File: config.mk
export PLATFORM = sky130hd
export DESIGN_NAME = serial_adder_nbit
export DESIGN_NICKNAME = d
export VERILOG_FILES = /design/src/rtl/serial_adder_nbit.sv
export SDC_FILE = /design/constraint.sdc
export NUM_CORES = 1
export LEC_CHECK = 0
export CAP_MARGIN = 20
export CORE_ASPECT_RATIO = 2
export CORE_UTILIZATION = 42
export CTS_CLUSTER_DIAMETER = 200
export CTS_CLUSTER_SIZE = 40
export DETAILED_ROUTE_END_ITERATION = 16
export MAX_ROUTING_LAYER = met4
export PLACE_DENSITY = 0.66
export REMOVE_ABC_BUFFERS = 1
export SYNTH_ARGS = -nofsm -noshare
export SYNTH_HDL_FRONTEND = slang
export SYNTH_SLANG_ARGS = --single-unit
export TNS_END_PERCENT = 1
File: constraint.sdc
create_clock -name clk -period 1.82 [get_ports clk]
set_input_delay 0.182 -clock clk [delete_from_list [all_inputs] [get_ports clk]]
set_output_delay 0.182 -clock clk [all_outputs]
set_load 0.02 [all_outputs]
File: src/rtl/serial_adder_nbit.sv
// Purpose : digit-serial unsigned adder, sum = (a + b + cin) mod 2^WIDTH, DIGIT bits per clock, LSB digit first.
// Latency : out_valid rises NDIG = WIDTH/DIGIT cycles after the acceptance edge; back-to-back rate is one result per NDIG+1 cycles.
// Backpr. : the result is held in DONE until out_ready; in_ready stays low while an unconsumed result is pending.
//
// Ports:
//   clk, rst_n            rising-edge clock, asynchronous active-low reset
//   in_valid / in_ready   operand handshake for a, b, cin (WIDTH, WIDTH, 1 bits)
//   out_valid / out_ready result handshake for sum (WIDTH) and cout (1)
//   busy                  high while digits are being processed
//
// Optional build macro SERIAL_ADDER_OVF_EN adds output ovf: registered two's-complement
// overflow flag of the latched operands, updated together with sum.
module serial_adder_nbit #(
    parameter int WIDTH = 8,
    parameter int DIGIT = 1
) (
    input  logic             clk,
    input  logic             rst_n,
    input  logic             in_valid,
    output logic             in_ready,
    input  logic [WIDTH-1:0] a,
    input  logic [WIDTH-1:0] b,
    input  logic             cin,
    output logic             out_valid,
    input  logic             out_ready,
    output logic [WIDTH-1:0] sum,
    output logic             cout,
`ifdef SERIAL_ADDER_OVF_EN
    output logic             ovf,
`endif
    output logic             busy
);

    localparam int NDIG  = WIDTH / DIGIT;
    localparam int CNT_W = (NDIG > 1) ? $clog2(NDIG) : 1;

    // Refuse to build a configuration that cannot be split into whole digits.
    generate
        if ((WIDTH < 2) || (DIGIT < 1) || ((WIDTH % DIGIT) != 0)) begin : g_param_err
            $error("serial_adder_nbit: WIDTH must be >= 2 and a multiple of DIGIT");
        end
    endgenerate

    typedef enum logic [1:0] {
        ST_IDLE = 2'd0,
        ST_RUN  = 2'd1,
        ST_DONE = 2'd2
    } state_t;

    state_t state_q, state_d;

    // Operand shift registers: the digit being added always sits in the low DIGIT bits.
    logic [WIDTH-1:0] a_q, a_d;
    logic [WIDTH-1:0] b_q, b_d;
    logic             carry_q, carry_d;
    logic [CNT_W-1:0] cnt_q, cnt_d;
    // Partial sum fills from the MSB end so that after NDIG shifts digit 0 lands in the LSBs.
    logic [WIDTH-1:0] psum_q, psum_d;
    // Presented result; only ever loaded with a completed sum.
    logic [WIDTH-1:0] sum_q, sum_d;
    logic             cout_q, cout_d;

`ifdef SERIAL_ADDER_OVF_EN
    // Operand sign bits are kept separately because a_q/b_q are shifted away during RUN.
    logic             a_msb_q, a_msb_d;
    logic             b_msb_q, b_msb_d;
    logic             ovf_q, ovf_d;
`endif

    logic             accept;
    logic             last_dig;
    logic [DIGIT:0]   dig_sum;
    logic [WIDTH-1:0] psum_shift;

    // ------------------------------------------------------------------
    // FSM: state register
    // ------------------------------------------------------------------
    always_ff @(posedge clk or negedge rst_n) begin
        if (!rst_n) begin
            state_q <= ST_IDLE;
        end else begin
            state_q <= state_d;
        end
    end

    // ------------------------------------------------------------------
    // FSM: next state
    // ------------------------------------------------------------------
    always_comb begin
        state_d = state_q;
        case (state_q)
            ST_IDLE: begin
                if (accept) begin
                    state_d = ST_RUN;
                end
            end
            ST_RUN: begin
                if (last_dig) begin
                    state_d = ST_DONE;
                end
            end
            ST_DONE: begin
                // Consuming the result and taking new operands can share one edge.
                if (out_ready) begin
                    state_d = in_valid ? ST_RUN : ST_IDLE;
                end
            end
            default: state_d = ST_IDLE;
        endcase
    end

    // ------------------------------------------------------------------
    // FSM: outputs
    // ------------------------------------------------------------------
    always_comb begin
        in_ready  = 1'b0;
        out_valid = 1'b0;
        busy      = 1'b0;
        case (state_q)
            // in_ready is gated by rst_n so nothing is offered while reset is held.
            ST_IDLE: in_ready = rst_n;
            ST_RUN:  busy     = 1'b1;
            ST_DONE: begin
                out_valid = 1'b1;
                in_ready  = rst_n & out_ready;
            end
            default: ;
        endcase
    end

    assign accept   = in_valid & in_ready;
    assign last_dig = (cnt_q == CNT_W'(NDIG - 1));

    // ------------------------------------------------------------------
    // Digit adder and partial-sum shift
    // ------------------------------------------------------------------
    always_comb begin
        dig_sum    = {1'b0, a_q[DIGIT-1:0]} + {1'b0, b_q[DIGIT-1:0]} + {{DIGIT{1'b0}}, carry_q};
        // Shift-and-OR form also covers NDIG == 1, where the new digit is the whole word.
        psum_shift = (psum_q >> DIGIT) | (WIDTH'(dig_sum[DIGIT-1:0]) << (WIDTH - DIGIT));
    end

    // ------------------------------------------------------------------
    // Datapath next-state
    // ------------------------------------------------------------------
    always_comb begin
        a_d     = a_q;
        b_d     = b_q;
        carry_d = carry_q;
        cnt_d   = cnt_q;
        psum_d  = psum_q;
        sum_d   = sum_q;
        cout_d  = cout_q;
`ifdef SERIAL_ADDER_OVF_EN
        a_msb_d = a_msb_q;
        b_msb_d = b_msb_q;
        ovf_d   = ovf_q;
`endif
        if (accept) begin
            a_d     = a;
            b_d     = b;
            carry_d = cin;
            cnt_d   = '0;
            psum_d  = '0;
`ifdef SERIAL_ADDER_OVF_EN
            a_msb_d = a[WIDTH-1];
            b_msb_d = b[WIDTH-1];
`endif
        end else if (state_q == ST_RUN) begin
            a_d     = a_q >> DIGIT;
            b_d     = b_q >> DIGIT;
            carry_d = dig_sum[DIGIT];
            psum_d  = psum_shift;
            cnt_d   = cnt_q + CNT_W'(1);
            if (last_dig) begin
                // Only the completed word reaches the visible result registers.
                sum_d  = psum_shift;
                cout_d = dig_sum[DIGIT];
`ifdef SERIAL_ADDER_OVF_EN
                ovf_d  = (a_msb_q == b_msb_q) && (psum_shift[WIDTH-1] != a_msb_q);
`endif
            end
        end
    end

    // ------------------------------------------------------------------
    // Datapath registers
    // ------------------------------------------------------------------
    always_ff @(posedge clk or negedge rst_n) begin
        if (!rst_n) begin
            a_q     <= '0;
            b_q     <= '0;
            carry_q <= 1'b0;
            cnt_q   <= '0;
            psum_q  <= '0;
            sum_q   <= '0;
            cout_q  <= 1'b0;
        end else begin
            a_q     <= a_d;
            b_q     <= b_d;
            carry_q <= carry_d;
            cnt_q   <= cnt_d;
            psum_q  <= psum_d;
            sum_q   <= sum_d;
            cout_q  <= cout_d;
        end
    end

`ifdef SERIAL_ADDER_OVF_EN
    always_ff @(posedge clk or negedge rst_n) begin
        if (!rst_n) begin
            a_msb_q <= 1'b0;
            b_msb_q <= 1'b0;
            ovf_q   <= 1'b0;
        end else begin
            a_msb_q <= a_msb_d;
            b_msb_q <= b_msb_d;
            ovf_q   <= ovf_d;
        end
    end

    assign ovf = ovf_q;
`endif

    assign sum  = sum_q;
    assign cout = cout_q;

endmodule

==> impl_metrics.yaml <==
yosys:
  netlist_top_cells_area: "sky130_fd_sc_hd__dfrtp_1 (52%), sky130_fd_sc_hd__mux2i_1 (8.3%), sky130_fd_sc_hd__nand4_1 (5.5%), sky130_fd_sc_hd__o21ai_2 (4.8%), sky130_fd_sc_hd__nand2_1 (4.6%)"
  synth.ff_latch_count: 38
  ys_warn_count: 0
  synthArstFlopShare_pct: 100
  synth.most_common_cell: "sky130_fd_sc_hd__dfrtp_1"
  yosys-top-cells-count: "sky130_fd_sc_hd__dfrtp_1 (38), sky130_fd_sc_hd__nand2_1 (22), sky130_fd_sc_hd__nand4_1 (16)"
  synth_area_leader_cell: "sky130_fd_sc_hd__dfrtp_1"
  synth.cell_area_um2: 1810
  sequential_cell_area_fraction_in_the_yosys_report_pct: 52.4
  syn-mean-instance-area_um2: 11.2
  synth-edff-count: 0
  yosys_most_used_dff: "sky130_fd_sc_hd__dfrtp_1"
  synth_top_area_share_pct: 52.4
  synth.distinct_cells: 27
  synthesis.instances: 162
routing:
  drt_first_pass_iters: 4
  violation_count_after_the_first_detailed_route_iteration: 17
  vias: 1323
  route.detailed.wl_per_inst_um: 13.8
  finalWirelength_um: 3470
  drc: 0
  antenna_violating_nets_left: 0
  route.detailed.vias_per_inst: 5.27
sta:
  worst_slack_ps: 111
  final_max_slew_viol_count: 0
  timing.final.hold_violations: 0
  rsz0062_at_grt: "false"
  layout_min_cycle_time_ps: 1710
  fmax_ghz: 0.585
  layout_worst_path_cycle_share_pct: 93.9
  relSlewSlack_pct: 68.0
  finalSetupViolations: 0
  timing.clock.skew_ps: 5.80
  worst-slew-pin-transition_ps: 481
  worst_hold_slack_ps: 479
setup_path:
  crit_path_start_kind: "flop"
  max_stage_delay_ps: 590
  cp_slowest_cell: "sky130_fd_sc_hd__clkdlybuf4s50_1"
  path_delay_family: "buffers and inverters"
  critical_path_fanout_max: 5
  worstPathArrival_ps: 1530
  cells_along_the_critical_path: "nand2b_1, inv_2, clkdlybuf4s50_1"
  cp_num_cells: 3
  worstRegToRegCells: 4
  critPathCaptureType: "primary output"
  required_ps: 1640
  path_buf_inv: 2
  worstSetupPathType: "flop to primary output"
clocking:
  clock_insertion_delay_at_the_later_pin_of_the_skew_report_ps: 280
  cts.htree.levels: 2
  cts_root_buf: "sky130_fd_sc_hd__clkbuf_8"
  tritoncts: "yes"
  cts.sinks: 38
  numCtsBuffers: 5
  clock_tree.buffer_depth: 2
  clk_pin_slew_worst_paths_ps: 70
finish:
  layout_stage_area_growth_over_the_synthesis_result_pct: 28.0
  fraction_of_layout_cells_with_a_size_suffix_above_1_pct: 20.1
  insertedDiodeCount: 0
  fin_nets: 222
pwr:
  leakagePower_uw: 0.00107
  vdd.ir_drop.worst_v: 0.000981
  power_density_nw_per_um2: 1620
  power_total_uw: 3760
floorplanning:
  die_y_um: 94.9
  initial_utilization_pct: 43.9
  fp.dieArea_um2: 4600
  floorplan.rows: 33
  core_area_um2: 4130
  die_width_um: 48.5
  pin_count: 33
global_routing:
  groute.usage.overall_pct: 18.4
  grt_max_degree: 39
  gr-total-overflow: 0
  via_count_of_the_first_global_routing_pass: 1384
  antenna_found_initial: 0
  wire_length_of_the_first_global_routing_pass_um: 6310
placed_design:
  gp_congestion: 0.772
  number_of_i_o_port_buffers: 32
  place.detailed.hpwl_um: 2490
  dpl_worst_slack_ps: 54.5
outcome:
  status: "complete, no violations"
run:
  max_cap_violations: 0
worst_hold_path:
  whs_path_depth: 3
  hold_class: "input pin to flop"
[area by class of cell]
class / instances / area [um2]
clock buffers: 6 / 82.6
clock inverters: 2 / 60.1
fillers: 372 / 1810
inverters: 5 / 18.8
multi-input cells: 105 / 741
flip-flops and latches: 38 / 951
well taps: 52 / 65.1
repair buffers: 43 / 402
[path summary, 6_finish.rpt]
kind / to / from / slack [ps]
max: busy / state_q[1] / 110
min: b_q[7] / b[7] / 480
max reg2reg: sum[2] / cnt_q[0] / 160
min reg2reg: sum[7] / sum[7] / 480
max in group asynchronous: b_q[7] / rst_n / 980
min in group asynchronous: sum[0] / rst_n / 490
[registers in the layout, indices dropped and copies added (netlist names)]
signal   count
a_q          8
b_q          8
sum          8
psum_q       7
cnt_q        3
state_q      2
carry_q      1
cout         1
[cells in the final DEF (no fill, tap or decap), drive strengths merged, types with 2 or more instances in the layout]
cell,instances
dfrtp,38
clkdlybuf4s50,29
nand2,22
o21ai,19
nand4,16
mux2i,15
buf,11
a21oi,10
mux2,8
clkbuf,6
inv,5
nand2b,3
nor2b,2
ha,2
bufinv,2
[cell families after synthesis]
group	synth area share, %
buffers and inverters	6.69
multiplexers	13.5
XOR/XNOR	0.483
AND/OR/NAND/NOR	13.8
adder cells (fa/ha/maj)	2.48
AO/OA/AOI/OAI	10.6
flip-flops	52.4
[worst min-delay path, cell delays in order]
cell                              delay (ps)
sky130_fd_sc_hd__clkdlybuf4s50_1         400
sky130_fd_sc_hd__nand4_1                 100
sky130_fd_sc_hd__o21ai_2                  50
[where the power goes]
group,internal [uW],switching (uW),total (uW)
logic,729,776,1500
registers,1190,193,1380
clock network,585,290,874
[metrics by stage]
step                      instances  cell area [um2]  utilization [%]  TNS, ps
after global routing            251             2320             56.2        0
final                           251             2320             56.2        0
after global placement          242             2170             52.5        0
after CTS                       251             2320             56.1        0
after floorplan                 148             1710                -     -182
after detailed placement        242             2170             52.5        0
[routing by layer]
layer,routed length (um),vias up,global-route usage (%)
met3,76,5,2.90
li1,-,633,-
met5,0,-,-
met1,1410,660,19.9
met4,77,0,8.82
met2,1910,25,32.6
[what timing repair did]
action | CTS | global route
setup buffers | 0 | 0
hold buffers | 1 | 0
endpoints found under the hold margin | 38 | 0
gates resized for setup | 1 | 1
endpoints found under the setup margin | 1 | 1
No activity file was read; power rests on OpenSTA's default activity.
